### src/rtl/multi_line_call_ctrl_pkg.sv
// Shared encodings for the multi-line call controller: per-line states,
// inbound event codes and outbound command codes.
package multi_line_call_ctrl_pkg;

    localparam int STATE_W = 3;
    localparam int IN_CMD_W = 4;
    localparam int OUT_CMD_W = 5;

    typedef enum logic [STATE_W-1:0] {
        ST_IDLE     = 3'd0,
        ST_OUTGOING = 3'd2,
        ST_INCOMING = 3'd3,
        ST_BUSY     = 3'd4,
        ST_HOLD     = 3'd5,
        ST_ENDING   = 3'd6
    } line_state_e;

    localparam logic [IN_CMD_W-1:0] IN_ENDED     = 4'd0;
    localparam logic [IN_CMD_W-1:0] IN_CONNECTED = 4'd2;
    localparam logic [IN_CMD_W-1:0] IN_INCOMING  = 4'd6;

    localparam logic [OUT_CMD_W-1:0] OUT_CALL   = 5'd1;
    localparam logic [OUT_CMD_W-1:0] OUT_ANSWER = 5'd3;
    localparam logic [OUT_CMD_W-1:0] OUT_HANGUP = 5'd4;
    localparam logic [OUT_CMD_W-1:0] OUT_REJECT = 5'd5;
    localparam logic [OUT_CMD_W-1:0] OUT_HOLD   = 5'd7;
    localparam logic [OUT_CMD_W-1:0] OUT_RESUME = 5'd8;

endpackage

### src/rtl/multi_line_call_ctrl_fifo.sv
// Four-entry outbound command queue: up to two writes and one read per cycle.
// The writer is responsible for never exceeding free_cnt.
module call_cmd_fifo #(
    parameter int W = 8
) (
    input  logic         clk,
    input  logic         reset,
    input  logic [1:0]   wr_cnt,
    input  logic [W-1:0] wr_data0,
    input  logic [W-1:0] wr_data1,
    input  logic         rd_en,
    output logic         rd_valid,
    output logic [W-1:0] rd_data,
    output logic [2:0]   free_cnt
);

    localparam int DEPTH = 4;

    logic [W-1:0] mem_q [DEPTH];
    logic [W-1:0] mem_d [DEPTH];
    logic [1:0]   rd_ptr_q, rd_ptr_d;
    logic [1:0]   wr_ptr_q, wr_ptr_d;
    logic [2:0]   count_q, count_d;
    logic         pop;

    always_comb begin
        mem_d = mem_q;
        pop = rd_en && (count_q != 3'd0);
        if (wr_cnt != 2'd0) mem_d[wr_ptr_q] = wr_data0;
        if (wr_cnt == 2'd2) mem_d[wr_ptr_q + 2'd1] = wr_data1;
        rd_ptr_d = rd_ptr_q + {1'b0, pop};
        wr_ptr_d = wr_ptr_q + wr_cnt;
        count_d  = count_q + {1'b0, wr_cnt} - {2'b00, pop};
    end

    always_ff @(posedge clk or negedge reset) begin
        if (!reset) begin
            rd_ptr_q <= '0;
            wr_ptr_q <= '0;
            count_q  <= '0;
        end else begin
            rd_ptr_q <= rd_ptr_d;
            wr_ptr_q <= wr_ptr_d;
            count_q  <= count_d;
        end
    end

    // Storage carries no reset; validity is tracked by count_q alone.
    always_ff @(posedge clk) begin
        mem_q <= mem_d;
    end

    assign rd_valid = (count_q != 3'd0);
    assign rd_data  = mem_q[rd_ptr_q];
    assign free_cnt = 3'(DEPTH) - count_q;

endmodule

### src/rtl/multi_line_call_ctrl.sv
// Multi-line call controller: per-line call state machines driven by user
// keys, inbound protocol events and ring timeouts, feeding a command queue.
module multi_line_call_ctrl
    import multi_line_call_ctrl_pkg::*;
#(
    parameter int NUM_LINES    = 2,
    parameter int ADDR_W       = 8,
    parameter int RING_TIMEOUT = 1_000_000,
    localparam int LW          = $clog2(NUM_LINES)
) (
    input  logic                         clk,
    input  logic                         reset,
    input  logic                         enter,
    input  logic                         back,
    input  logic                         up,
    input  logic                         down,
    input  logic [ADDR_W-1:0]            dial_num,
    input  logic                         inc_valid,
    input  logic [LW-1:0]                inc_line,
    input  logic [3:0]                   inc_command,
    input  logic [ADDR_W-1:0]            inc_address,
    output logic                         cmd_valid,
    input  logic                         cmd_ready,
    output logic [4:0]                   command,
    output logic [LW-1:0]                cmd_line,
    output logic [ADDR_W-1:0]            cmd_address,
    output logic [LW-1:0]                focus_line,
    output logic [STATE_W*NUM_LINES-1:0] line_state,
    output logic [ADDR_W-1:0]            caller_addr,
    output logic                         proto_err
);

    localparam int TW = $clog2(RING_TIMEOUT + 1);
    localparam int EW = OUT_CMD_W + LW + ADDR_W;
    localparam logic [LW-1:0] LAST = LW'(NUM_LINES - 1);

    line_state_e       state_q [NUM_LINES];
    line_state_e       state_d [NUM_LINES];
    logic [TW-1:0]     timer_q [NUM_LINES];
    logic [TW-1:0]     timer_d [NUM_LINES];
    logic [ADDR_W-1:0] caddr_q [NUM_LINES];
    logic [ADDR_W-1:0] caddr_d [NUM_LINES];
    logic [LW-1:0]     focus_q, focus_d;
    logic              proto_err_q, proto_err_d;

    logic [1:0]           n_wr, room_lim, need;
    logic [EW-1:0]        wr_data [2];
    logic [2:0]           fifo_free;
    logic                 fifo_valid;
    logic [EW-1:0]        fifo_head;
    logic                 user_go, user_hold, bsy_any;
    logic [LW-1:0]        bsy_idx;
    logic [OUT_CMD_W-1:0] u_cmd;
    logic [ADDR_W-1:0]    u_addr;
    line_state_e          u_ns;

    function automatic logic [EW-1:0] pack_cmd(input logic [OUT_CMD_W-1:0] c,
                                               input logic [LW-1:0] l,
                                               input logic [ADDR_W-1:0] a);
        return {c, l, a};
    endfunction

    function automatic logic is_ringing(input line_state_e s);
        return (s == ST_INCOMING) || (s == ST_OUTGOING);
    endfunction

    always_comb begin
        state_d     = state_q;
        timer_d     = timer_q;
        caddr_d     = caddr_q;
        focus_d     = focus_q;
        proto_err_d = 1'b0;
        n_wr        = 2'd0;
        wr_data[0]  = '0;
        wr_data[1]  = '0;
        room_lim    = (fifo_free >= 3'd2) ? 2'd2 : fifo_free[1:0];
        need        = 2'd0;
        user_go     = 1'b0;
        user_hold   = 1'b0;
        bsy_any     = 1'b0;
        bsy_idx     = '0;
        u_cmd       = OUT_CALL;
        u_addr      = '0;
        u_ns        = ST_IDLE;

        if (up)        focus_d = (focus_q == LAST) ? '0 : focus_q + LW'(1);
        else if (down) focus_d = (focus_q == '0) ? LAST : focus_q - LW'(1);

        // Inbound events always apply; they are evaluated first so that
        // user actions see the post-event line states.
        if (inc_valid) begin
            if (int'(inc_line) >= NUM_LINES) begin
                proto_err_d = 1'b1;
            end else begin
                case (inc_command)
                    IN_INCOMING: begin
                        if (state_q[inc_line] == ST_IDLE) begin
                            state_d[inc_line] = ST_INCOMING;
                            caddr_d[inc_line] = inc_address;
                        end else proto_err_d = 1'b1;
                    end
                    IN_CONNECTED: begin
                        if (state_q[inc_line] == ST_OUTGOING) begin
                            for (int i = 0; i < NUM_LINES; i++) begin
                                if (LW'(i) != inc_line && state_q[i] == ST_BUSY) begin
                                    state_d[i] = ST_HOLD;
                                    if (n_wr < room_lim) begin
                                        wr_data[n_wr[0]] = pack_cmd(OUT_HOLD, LW'(i), caddr_q[i]);
                                        n_wr = n_wr + 2'd1;
                                    end
                                end
                            end
                            state_d[inc_line] = ST_BUSY;
                        end else proto_err_d = 1'b1;
                    end
                    IN_ENDED: begin
                        if (state_q[inc_line] != ST_IDLE) state_d[inc_line] = ST_IDLE;
                        else proto_err_d = 1'b1;
                    end
                    default: proto_err_d = 1'b1;
                endcase
            end
        end

        if ((enter || back) && !(inc_valid && inc_line == focus_q)) begin
            for (int i = 0; i < NUM_LINES; i++) begin
                if (LW'(i) != focus_q && state_d[i] == ST_BUSY) begin
                    bsy_any = 1'b1;
                    bsy_idx = LW'(i);
                end
            end
            u_addr = caddr_d[focus_q];
            case (state_d[focus_q])
                ST_IDLE: if (enter) begin
                    user_go = 1'b1; u_cmd = OUT_CALL; u_addr = dial_num; u_ns = ST_OUTGOING;
                end
                ST_INCOMING: begin
                    user_go = 1'b1;
                    if (enter) begin
                        u_cmd = OUT_ANSWER; u_ns = ST_BUSY; user_hold = bsy_any;
                    end else begin
                        u_cmd = OUT_REJECT; u_ns = ST_IDLE;
                    end
                end
                ST_BUSY: if (enter) begin
                    user_go = 1'b1; u_cmd = OUT_HANGUP; u_ns = ST_ENDING;
                end
                ST_HOLD: begin
                    user_go = 1'b1;
                    if (enter) begin
                        u_cmd = OUT_RESUME; u_ns = ST_BUSY; user_hold = bsy_any;
                    end else begin
                        u_cmd = OUT_HANGUP; u_ns = ST_ENDING;
                    end
                end
                ST_OUTGOING: if (back) begin
                    user_go = 1'b1; u_cmd = OUT_HANGUP; u_ns = ST_ENDING;
                end
                default: ;
            endcase
            need = user_hold ? 2'd2 : 2'd1;
            if (user_go && ({1'b0, n_wr} + {1'b0, need} <= {1'b0, room_lim})) begin
                if (user_hold) begin
                    state_d[bsy_idx] = ST_HOLD;
                    wr_data[n_wr[0]] = pack_cmd(OUT_HOLD, bsy_idx, caddr_d[bsy_idx]);
                    n_wr = n_wr + 2'd1;
                end
                state_d[focus_q] = u_ns;
                wr_data[n_wr[0]] = pack_cmd(u_cmd, focus_q, u_addr);
                n_wr = n_wr + 2'd1;
            end
        end

        // Expired timers only fire on lines nothing else touched this cycle.
        for (int i = 0; i < NUM_LINES; i++) begin
            if (timer_q[i] >= TW'(RING_TIMEOUT) && state_d[i] == state_q[i] &&
                is_ringing(state_q[i]) && n_wr < room_lim) begin
                if (state_q[i] == ST_INCOMING) begin
                    state_d[i] = ST_IDLE;
                    wr_data[n_wr[0]] = pack_cmd(OUT_REJECT, LW'(i), caddr_q[i]);
                end else begin
                    state_d[i] = ST_ENDING;
                    wr_data[n_wr[0]] = pack_cmd(OUT_HANGUP, LW'(i), caddr_q[i]);
                end
                n_wr = n_wr + 2'd1;
            end
        end

        for (int i = 0; i < NUM_LINES; i++) begin
            if (state_d[i] != state_q[i] || !is_ringing(state_q[i])) timer_d[i] = '0;
            else if (timer_q[i] < TW'(RING_TIMEOUT)) timer_d[i] = timer_q[i] + TW'(1);
        end
    end

    always_ff @(posedge clk or negedge reset) begin
        if (!reset) begin
            for (int i = 0; i < NUM_LINES; i++) begin
                state_q[i] <= ST_IDLE;
                timer_q[i] <= '0;
                caddr_q[i] <= '0;
            end
            focus_q     <= '0;
            proto_err_q <= 1'b0;
        end else begin
            state_q     <= state_d;
            timer_q     <= timer_d;
            caddr_q     <= caddr_d;
            focus_q     <= focus_d;
            proto_err_q <= proto_err_d;
        end
    end

    call_cmd_fifo #(.W(EW)) u_fifo (
        .clk      (clk),
        .reset    (reset),
        .wr_cnt   (n_wr),
        .wr_data0 (wr_data[0]),
        .wr_data1 (wr_data[1]),
        .rd_en    (cmd_valid && cmd_ready),
        .rd_valid (fifo_valid),
        .rd_data  (fifo_head),
        .free_cnt (fifo_free)
    );

    always_comb begin
        line_state = '0;
        for (int i = 0; i < NUM_LINES; i++) line_state[STATE_W*i +: STATE_W] = state_q[i];
    end

    // Command fields read as zero whenever nothing is queued.
    assign cmd_valid = fifo_valid;
    assign {command, cmd_line, cmd_address} = fifo_valid ? fifo_head : '0;
    assign focus_line  = focus_q;
    assign caller_addr = caddr_q[focus_q];
    assign proto_err   = proto_err_q;

endmodule

### config.mk
export PLATFORM = sky130hd
export DESIGN_NAME = multi_line_call_ctrl
export DESIGN_NICKNAME = d
export VERILOG_FILES = /design/src/rtl/multi_line_call_ctrl_pkg.sv /design/src/rtl/multi_line_call_ctrl_fifo.sv /design/src/rtl/multi_line_call_ctrl.sv
export SDC_FILE = /design/constraint.sdc
export NUM_CORES = 1
export LEC_CHECK = 0
export CAP_MARGIN = 20
export CORE_MARGIN = 3
export CORE_UTILIZATION = 65
export CTS_CLUSTER_DIAMETER = 100
export DETAILED_ROUTE_END_ITERATION = 6
export GPL_TIMING_DRIVEN = 0
export PLACE_DENSITY = 0.85
export SLEW_MARGIN = 10
export SYNTH_ARGS = -nofsm -noshare
export SYNTH_HDL_FRONTEND = slang
export SYNTH_HIERARCHICAL = 1
export SYNTH_SLANG_ARGS = --single-unit
export TNS_END_PERCENT = 100
### constraint.sdc
create_clock -name clk -period 13.3 [get_ports clk]
set_clock_uncertainty 0.1 [all_clocks]
set_input_delay 2.66 -clock clk [delete_from_list [all_inputs] [get_ports clk]]
set_output_delay 2.66 -clock clk [all_outputs]
set_load 0.005 [all_outputs]
=== Word-level counts from Yosys, hierarchy flattened ===
Index checks and enable logic that the tools add are counted.

* Add/subtract/negate cells: 16
* Magnitude comparators: 31
* Equality and inequality tests: 21
* Mux-type cells: 157
* Bitwise gates (word level): 24
* Reductions and logical operators: 44

{| class="wikitable"
|+ Operators with widths
! cell !! number
|-
| $mux 28 || 14
|-
| $bwmux 28 || 7
|-
| $mux 14 || 13
|-
| $bwmux 56 || 2
|-
| $mux 56 || 2
|-
| $mux 8 || 13
|-
| $mux 3 || 28
|-
| $mux 20 || 4
|-
| $demux 14 s1 || 5
|-
| $demux 14 s2 || 2
|-
| $mux 6 || 9
|-
| $mux 16 || 3
|-
| $add 20x1->20 const B || 2
|-
| $ge 20x20->1 const B || 2
|-
| $lt 20x20->1 const B || 2
|-
| $mux 2 || 19
|-
| $bmux 14 s2 || 1
|-
| $logic_and 1x1->1 || 25
|-
| $mux 12 || 2
|-
| $eq 3x2->1 const B || 7
|-
| $mux 1 || 20
|-
| $eq 3x3->1 const B || 6
|-
| $pmux 6 s3 || 1
|-
| $bwmux 16 || 1
|-
| 49 further kinds || 103
|}

* Flip-flop bits (word level): 127
* Input bits: 29
* Output and inout bits: 31
* Word-level logic and storage cells: 308

=== Depth between registers and ports, before layout ===
* Depth after elaboration: 46
* Depth in mapped cells: 40
* Depth with buffers taken out: 36

=== Cells and area by module ===
Netlist, hierarchy kept.

{| class="wikitable"
|+ Modules (own cells, without submodules)
! module !! instances !! cells each !! area each (um^2) !! seq. area each (um^2)
|-
| multi_line_call_ctrl || 1 || 651 || 5450.2 || 1601.5
|-
| call_cmd_fifo || 1 || 357 || 3196.8 || 1296.2
|}

=== Least setup slack after synthesis ===
Ideal clock, no wire load.

* Kind: input-to-reg
* Start: in inc_valid
* End: reg u_fifo.count_q[2]
* Library setup time: 0.123 ns
* Data arrival time: 10.410 ns
* Required time: 13.077 ns
* Path slack: 2.667 ns
* Stages: 37
* Path buffers: 4
* Path through: buf_4 -> or4b_4 -> a211oi_4 -> nor2_1 -> nor4_1 -> buf_4 -> a21oi_2 -> nor3_4 -> inv_2 -> ha_1 -> inv_1 -> fa_1 -> inv_1 -> ha_1 -> nor2b_1 -> a2bb2oi_1 -> a211oi_1 -> nor3b_1 -> a31o_2 -> nand2_1 -> inv_1 -> ha_1 -> a211o_1 -> a31o_1 -> a211oi_4 -> nand2b_1 -> nand2_1 -> ha_1 -> or3_1 -> buf_2 -> o211ai_1 -> buf_2 -> inv_1 -> ha_1 -> fa_1 -> xor2_1 -> xnor2_1

* Cells in the longest elaborated chain, start to end: 28
* Elaborated cells on any way between the ends: 72
* Classes of those cells: add/sub (7); order compare (5); eq/ne (8); mux (32); bitwise (4); reduce/logical (16)

{| class="wikitable"
|+ Ends and longest elaborated chain
! item !! RTL line !! text
|-
| start, declared || multi_line_call_ctrl.sv:18 || <nowiki>input logic inc_valid,</nowiki>
|-
| branches (longest 25 deep; another with $add 2x2->3) || -- ||
|-
| $mux 2 (*) || multi_line_call_ctrl.sv:176 || <nowiki>if (timer_q[i] >= TW'(RING_TIMEOUT) && state_d[i] == state_q[i] &&</nowiki>
|-
| named net n_wr[1] || multi_line_call_ctrl.sv:46 || <nowiki>logic [1:0] n_wr, room_lim, need;</nowiki>
|-
| $add 3x2->3 (*) || multi_line_call_ctrl_fifo.sv:33 || <nowiki>count_d = count_q + {1'b0, wr_cnt} - {2'b00, pop};</nowiki>
|-
| $sub 3x1->3 (*) || multi_line_call_ctrl_fifo.sv:33 ||
|-
| named net u_fifo.count_d[2] || multi_line_call_ctrl_fifo.sv:23 || <nowiki>logic [2:0] count_q, count_d;</nowiki>
|-
| end signal, assigned || multi_line_call_ctrl_fifo.sv:44 || <nowiki>count_q <= count_d;</nowiki>
|-
| end, declared || multi_line_call_ctrl_fifo.sv:23 ||
|}

Mark *: on every way through the listed nets, which the timed path passes. The select of a mux whose other input is x is not followed.
A chain may end at the register's enable or synchronous reset.

==> flow_summary.ini <==
[outcome]
status = completed

[yosys]
synth_compound_area_frac = 0.194
synth.yosys.seq_area_share = 0.335
synth_top_cell_area_share = 0.205
synthMuxAreaShare = 0.121
synth_top_family_by_area = simple AND/OR/NAND/NOR gates
synth_edf_count = 0
async_flop_share = 0.559
synth_fa_ha_area_frac = 0.0263
netlist_area_mm2 = 0.00865
synth.avg_cell_area_um2 = 8.58
synth_warnings = 6
synth_seq_cells = 127
synthFlopType = dfrtp_1
yosys.area.top_type = dfrtp_1
synth.distinct_cells = 89
netlist_instances = 1008
synth_xor_area_frac = 0.0486
ys_top_cells_by_area = dfrtp_1 (21%), dfxtp_1 (13%), mux2i_1 (6.6%)
synth-simple-area-share = 0.214

[timing]
finalSetupViolCount = 0
hold_viol = 0
finalCriticalPeriod_ns = 12.02
whs_ns = 0.395
slew_violations = 0
finalSetupTns_ns = 0
fin_crit_sh = 0.904
fmax_mhz = 83.2
rsz0062_at_grt = false
maxSlewHeadroom = 0.228
tightest_slew_ns = 1.15

[critical_path]
crit_top_cell = ha_1
cpPeakStageDelay_ns = 0.62
endpoint_kind = register
worstSetupPathType = input port to register
ff2ff_path_depth = 35
cp.arrival_ns = 12.27
crit_slowest_cell = or4b_4
r2r-start = line_state[5]$_DFF_PN0_
crit_fanout = 10
rrSetupSlack_ns = 3.58
reg2reg_to = u_fifo/mem_q[19]$_DFF_P_
critPathLaunchType = input port
critPathRequiredTime_ns = 13.55

[place]
dp_hpwl_um = 17300
dpl_cell_area_mm2 = 0.00947
globalplace.congestion = 0.932
port_buffers = 55
dpl.cell_count = 1244

[pwr]
powerDensity_mw_per_mm2 = 203
power.leakage_nw = 4.26
ir_worst_vdd_v = 0.000159

[grt]
grt.total_usage = 0.344
grt_overflow = 0
first_global_vias = 8239
antenna_found_initial = 0
grt_pass1_wl_um = 40500
grt_max_degree = 57

[routing]
drt_wl_total_um = 24500
drtIter0Drc = 902
first_pass_iters = 7
avgRoutedWirePerCell_um = 19.2
num_vias = 8295
ant_nets = 0
drc = 0
vias_per_cell = 6.50

[clock_tree]
cts_resized = 0
cts_hold_buffers = 0
root_buffer = clkbuf_16
cts.clk_slew.worst_paths_ns = 0.06
cts_tree = done
postCtsSetupRepairBufs = 0
cts_made_buffers = 17
cts.sink_count = 127
htreeDepth = 4
clock_latency_ns = 0.43
cts.path.max_buffers = 2

[worst_hold_path]
worstHoldPathType = register to register
min_delay_path_depth = 2
min_from = u_fifo/mem_q[21]$_DFF_P_
hold-path-endpoint = u_fifo/mem_q[21]$_DFF_P_

[final_layout]
areaGrowthSynthToFinish_pct = 16.1
fillers = 906
nNetsFinal = 1137
post-route-util = 0.783
drive_gt1_frac = 0.113
antenna_cells = 0
stdcell_area_mm2 = 0.0100
layout.cells.non_filler = 1276

[floorplan]
dieWidth_um = 121
boundaryPins = 60
num_rows = 41
coreArea_mm2 = 0.0128
die_y_um = 121
die-area_mm2 = 0.0147
start_util = 0.674

[flow_run]
drv_cap = 0
==> cells in the final DEF (no fill, tap or decap), types with 5 or more instances in the layout <==
master and n:
buf_2 21, buf_6 5, and3_1 11, nand3_1 56, a221o_1 12, o21ai_0 66, mux4_2 14, nor4_1 6
nor2_1 151, a31oi_1 53, nand2b_1 5, o211a_1 5, xnor2_1 22, nor3_1 12, ha_1 15, a22oi_1 14
mux2i_1 57, o2bb2ai_1 5, inv_1 41, o211ai_1 8, conb_1 10, clkinvlp_4 5, nor2b_1 10, xor2_1 26
nand2_1 57, a21oi_1 27, dfxtp_1 56, clkbuf_16 17, nand4_1 11, clkdlybuf4s50_1 54, dfrtp_1 71, mux2_2 8
clkbuf_1 30, buf_4 10, and2_1 24, a21o_1 5
==> flip-flops by register name, indices dropped and copies added, names as in the netlist <==
signal	flops
u_fifo/rd_ptr_q	2
timer_q	40
focus_line	1
u_fifo/wr_ptr_q	2
line_state	6
caddr_q	16
proto_err	1
u_fifo/count_q	3
u_fifo/mem_q	56
==> cells by family after synthesis <==
logic type | count (synthesis)
AO/OA/AOI/OAI | 244
XOR/XNOR | 48
adder cells (fa/ha/maj) | 17
buffers and inverters | 110
flip-flops | 127
multiplexers | 83
other | 2
AND/OR/NAND/NOR | 377
==> cell usage after synthesis (5+ instances only) <==
cell / instances
xor2_1: 26
nand4_1: 11
a21oi_1: 27
a31oi_1: 53
and3_1: 11
o211ai_1: 8
inv_1: 41
mux4_2: 14
a221o_1: 12
xnor2_1: 22
o21ai_0: 66
ha_1: 15
clkbuf_1: 28
a22oi_1: 14
nor4_1: 6
nor2b_1: 10
mux2i_1: 57
buf_6: 5
a21o_1: 5
dfxtp_1: 56
o2bb2ai_1: 5
mux2_2: 8
nand3_1: 56
nor3_1: 12
buf_2: 21
nor2_1: 151
and2_1: 24
o211a_1: 5
nand2_1: 57
dfrtp_1: 71
buf_4: 9
nand2b_1: 5
==> metal layers <==
layer | vias up | routed length (um) | GRT usage
met5 | - | 0 | 0
met4 | 0 | 772 | 0.137
met3 | 95 | 2620 | 0.0821
li1 | 3785 | - | -
met2 | 527 | 11300 | 0.543
met1 | 3888 | 9810 | 0.456
==> final cells by class <==
class,count,area (um2),share of cell area
well taps,172,215,0.0214
inverters,43,161,0.0161
flip-flops and latches,127,2900,0.289
repair buffers,56,576,0.0573
clock buffers,19,433,0.0431
multi-input cells,779,5270,0.525
plain buffers,67,349,0.0348
clock inverters,13,139,0.0138
==> metrics by stage <==
stage               setup slack, ns  total power, W
finish                         1.28         0.00204
global route                  0.689         0.00215
CTS                            1.52         0.00201
detailed placement             1.15         0.00154
global placement               1.25         0.00151
floorplan                      2.67         0.00123
==> worst max-delay path by stage <==
stage	from	to	cells after the start
detailed placement	inc_command[0]	u_fifo/mem_q[6]$_DFF_P_	37
finish	inc_command[0]	u_fifo/mem_q[19]$_DFF_P_	36
CTS	inc_command[0]	u_fifo/mem_q[6]$_DFF_P_	37
global placement	inc_command[0]	u_fifo/mem_q[12]$_DFF_P_	37
floorplan	inc_valid	u_fifo/count_q[2]$_DFF_PN0_	37
global route	inc_command[0]	u_fifo/mem_q[9]$_DFF_P_	37
==> where the power goes <==
group,switching [W],internal (W)
Clock,0.000183,0.000276
Sequential,0.0000822,0.000478
Combinational,0.000603,0.000417
Total,0.000868,0.00117
==> worst max-delay path, delay by kind of cell <==
| family | cells | cell delay, ns |
|---|---|---|
| compound gates | 13 | 3.60 |
| fa+ha+maj | 5 | 1.38 |
| buf+inv | 9 | 1.95 |
| simple gates | 9 | 2.66 |
Power figures use the tool's default switching activity.
==> edit: new RTL, same flow settings <==
The parameter `RING_TIMEOUT` goes from 1_000_000 to 500_000.
--- a/src/rtl/multi_line_call_ctrl.sv
+++ b/src/rtl/multi_line_call_ctrl.sv
@@ -6,5 +6,5 @@
     parameter int NUM_LINES    = 2,
     parameter int ADDR_W       = 8,
-    parameter int RING_TIMEOUT = 1_000_000,
+    parameter int RING_TIMEOUT = 500_000,
     localparam int LW          = $clog2(NUM_LINES)
 ) (
Function: not settled (the Yosys comparison gave no result); the edit may change what the design does.
==> edit against the unedited design <==
  * The flow now finishes with violations (design-rule violations)
  * Setup slack better by 0.067 ns
  * Sequential share of layout area decreased by 1.5 points
  * Wire length is 8.2% higher
  * Critical path depth is the same
  * Sequential cell count shrank 2
  * Clock power grew 2%
  * Synthesized area up 3.5%
  * Cell area up 3.5%
  * Total power up 8.0%
==> edit: results (changes against the unedited design) <==
[metrics] Slowest cell on crit path: sky130_fd_sc_hd__a211oi_1
[metrics] worst hold-check slack: 0.401 ns (+0.00608 ns)
[metrics] violations in the final reports: design-rule violations
[metrics] crit path max fanout: 11 (+1)
[metrics] VDD IR-drop max: 0.198 mV (+25%)
[metrics] largest cells by area after synthesis: sky130_fd_sc_hd__dfrtp_1 19%, sky130_fd_sc_hd__dfxtp_1 13%, sky130_fd_sc_hd__o21ai_0 6.1%
[metrics] capture instance of the worst register-to-register path: u_fifo/mem_q[25]$_DFF_P_
[metrics] total via count in the routed design: 8942 (+7.8%)
[metrics] Pleak: 4.22 nW (-1.0%)
[metrics] Post-Syn Instances: 1066 (+5.8%)
[metrics] Async SR Flop Fraction: 0.552 (-0.00706)
[metrics] maximum number of pins on one net before global-route repair: 40 (-30%)
[metrics] outcome: finished, violations left
[metrics] critical path startpoint: inc_valid
[metrics] Port Buffer Count: 57 (+3.6%)
[metrics] HP Start: u_fifo/mem_q[36]$_DFF_P_
[metrics] wire length of the first global-routing pass: 42.3 mm (+4.4%)
[metrics] fin nets: 1199 (+5.5%)
[metrics] detailed-route DRC error count: 19 (+19)
[metrics] met2 Use GR: 0.556 (+0.0122)
[metrics] Final GP Congestion: 0.986 (+5.8%)
[metrics] post-DP HPWL: 18.9 mm (+9.3%)
[metrics] average wire per cell in the routed design: 19.8 um (+3.0%)
[metrics] number of global-route vias before repair: 8564 (+3.9%)
[metrics] biggest cell delay along the critical path: 0.54 ns (-0.08 ns)
[metrics] startpoint of the most critical register-to-register path: line_state[3]$_DFF_PN0_
edit: through the flow:
step | power, mW | setup WS [ns] | instance area, um2
after floorplan | 1.33 | 3.46 | 8980
after global placement | 1.66 | 1.34 | 9770
after detailed placement | 1.68 | 1.23 | 9790
after CTS | 2.16 | 1.65 | 10400
after global routing | 2.31 | 0.788 | 10400
final | 2.20 | 1.35 | 10400
edit: layout make-up:
class	instances	area [um2]	share of cell area
plain buffers	74	430	0.0414
clock buffers	26	542	0.0521
clock inverters	4	47.5	0.00458
inverters	55	206	0.0199
multi-input cells	820	5500	0.529
flip-flops and latches	125	2850	0.274
well taps	176	220	0.0212
repair buffers	60	598	0.0576
edit: routing by layer:
| metal | up-vias | share of wire |
|---|---|---|
| li1 | 4042 | - |
| met1 | 4199 | 0.39 |
| met2 | 586 | 0.46 |
| met3 | 115 | 0.11 |
| met4 | 0 | 0.040 |
| met5 | - | 0 |
edit: cell families (layout without fill, tap and decap cells):
| group | after synthesis | after routing | share of synthesized area |
|---|---|---|---|
| and+or+nand+nor | 395 | 395 | 0.232 |
| AOI/OAI and AO/OA | 286 | 286 | 0.210 |
| buffers and inverters | 129 | 219 | 0.0711 |
| DFF | 125 | 125 | 0.318 |
| muxes | 68 | 68 | 0.0996 |
| xor gates and xnor gates | 44 | 44 | 0.0430 |
| adders and majority gates | 17 | 17 | 0.0254 |
| other | 2 | 10 | 0.000839 |
edit: report_power, final:
group          internal, mW  switching, mW  total, mW
logic                 0.472          0.717       1.19
registers             0.475         0.0705      0.546
clock network         0.297          0.170      0.466
total                  1.24          0.958       2.20
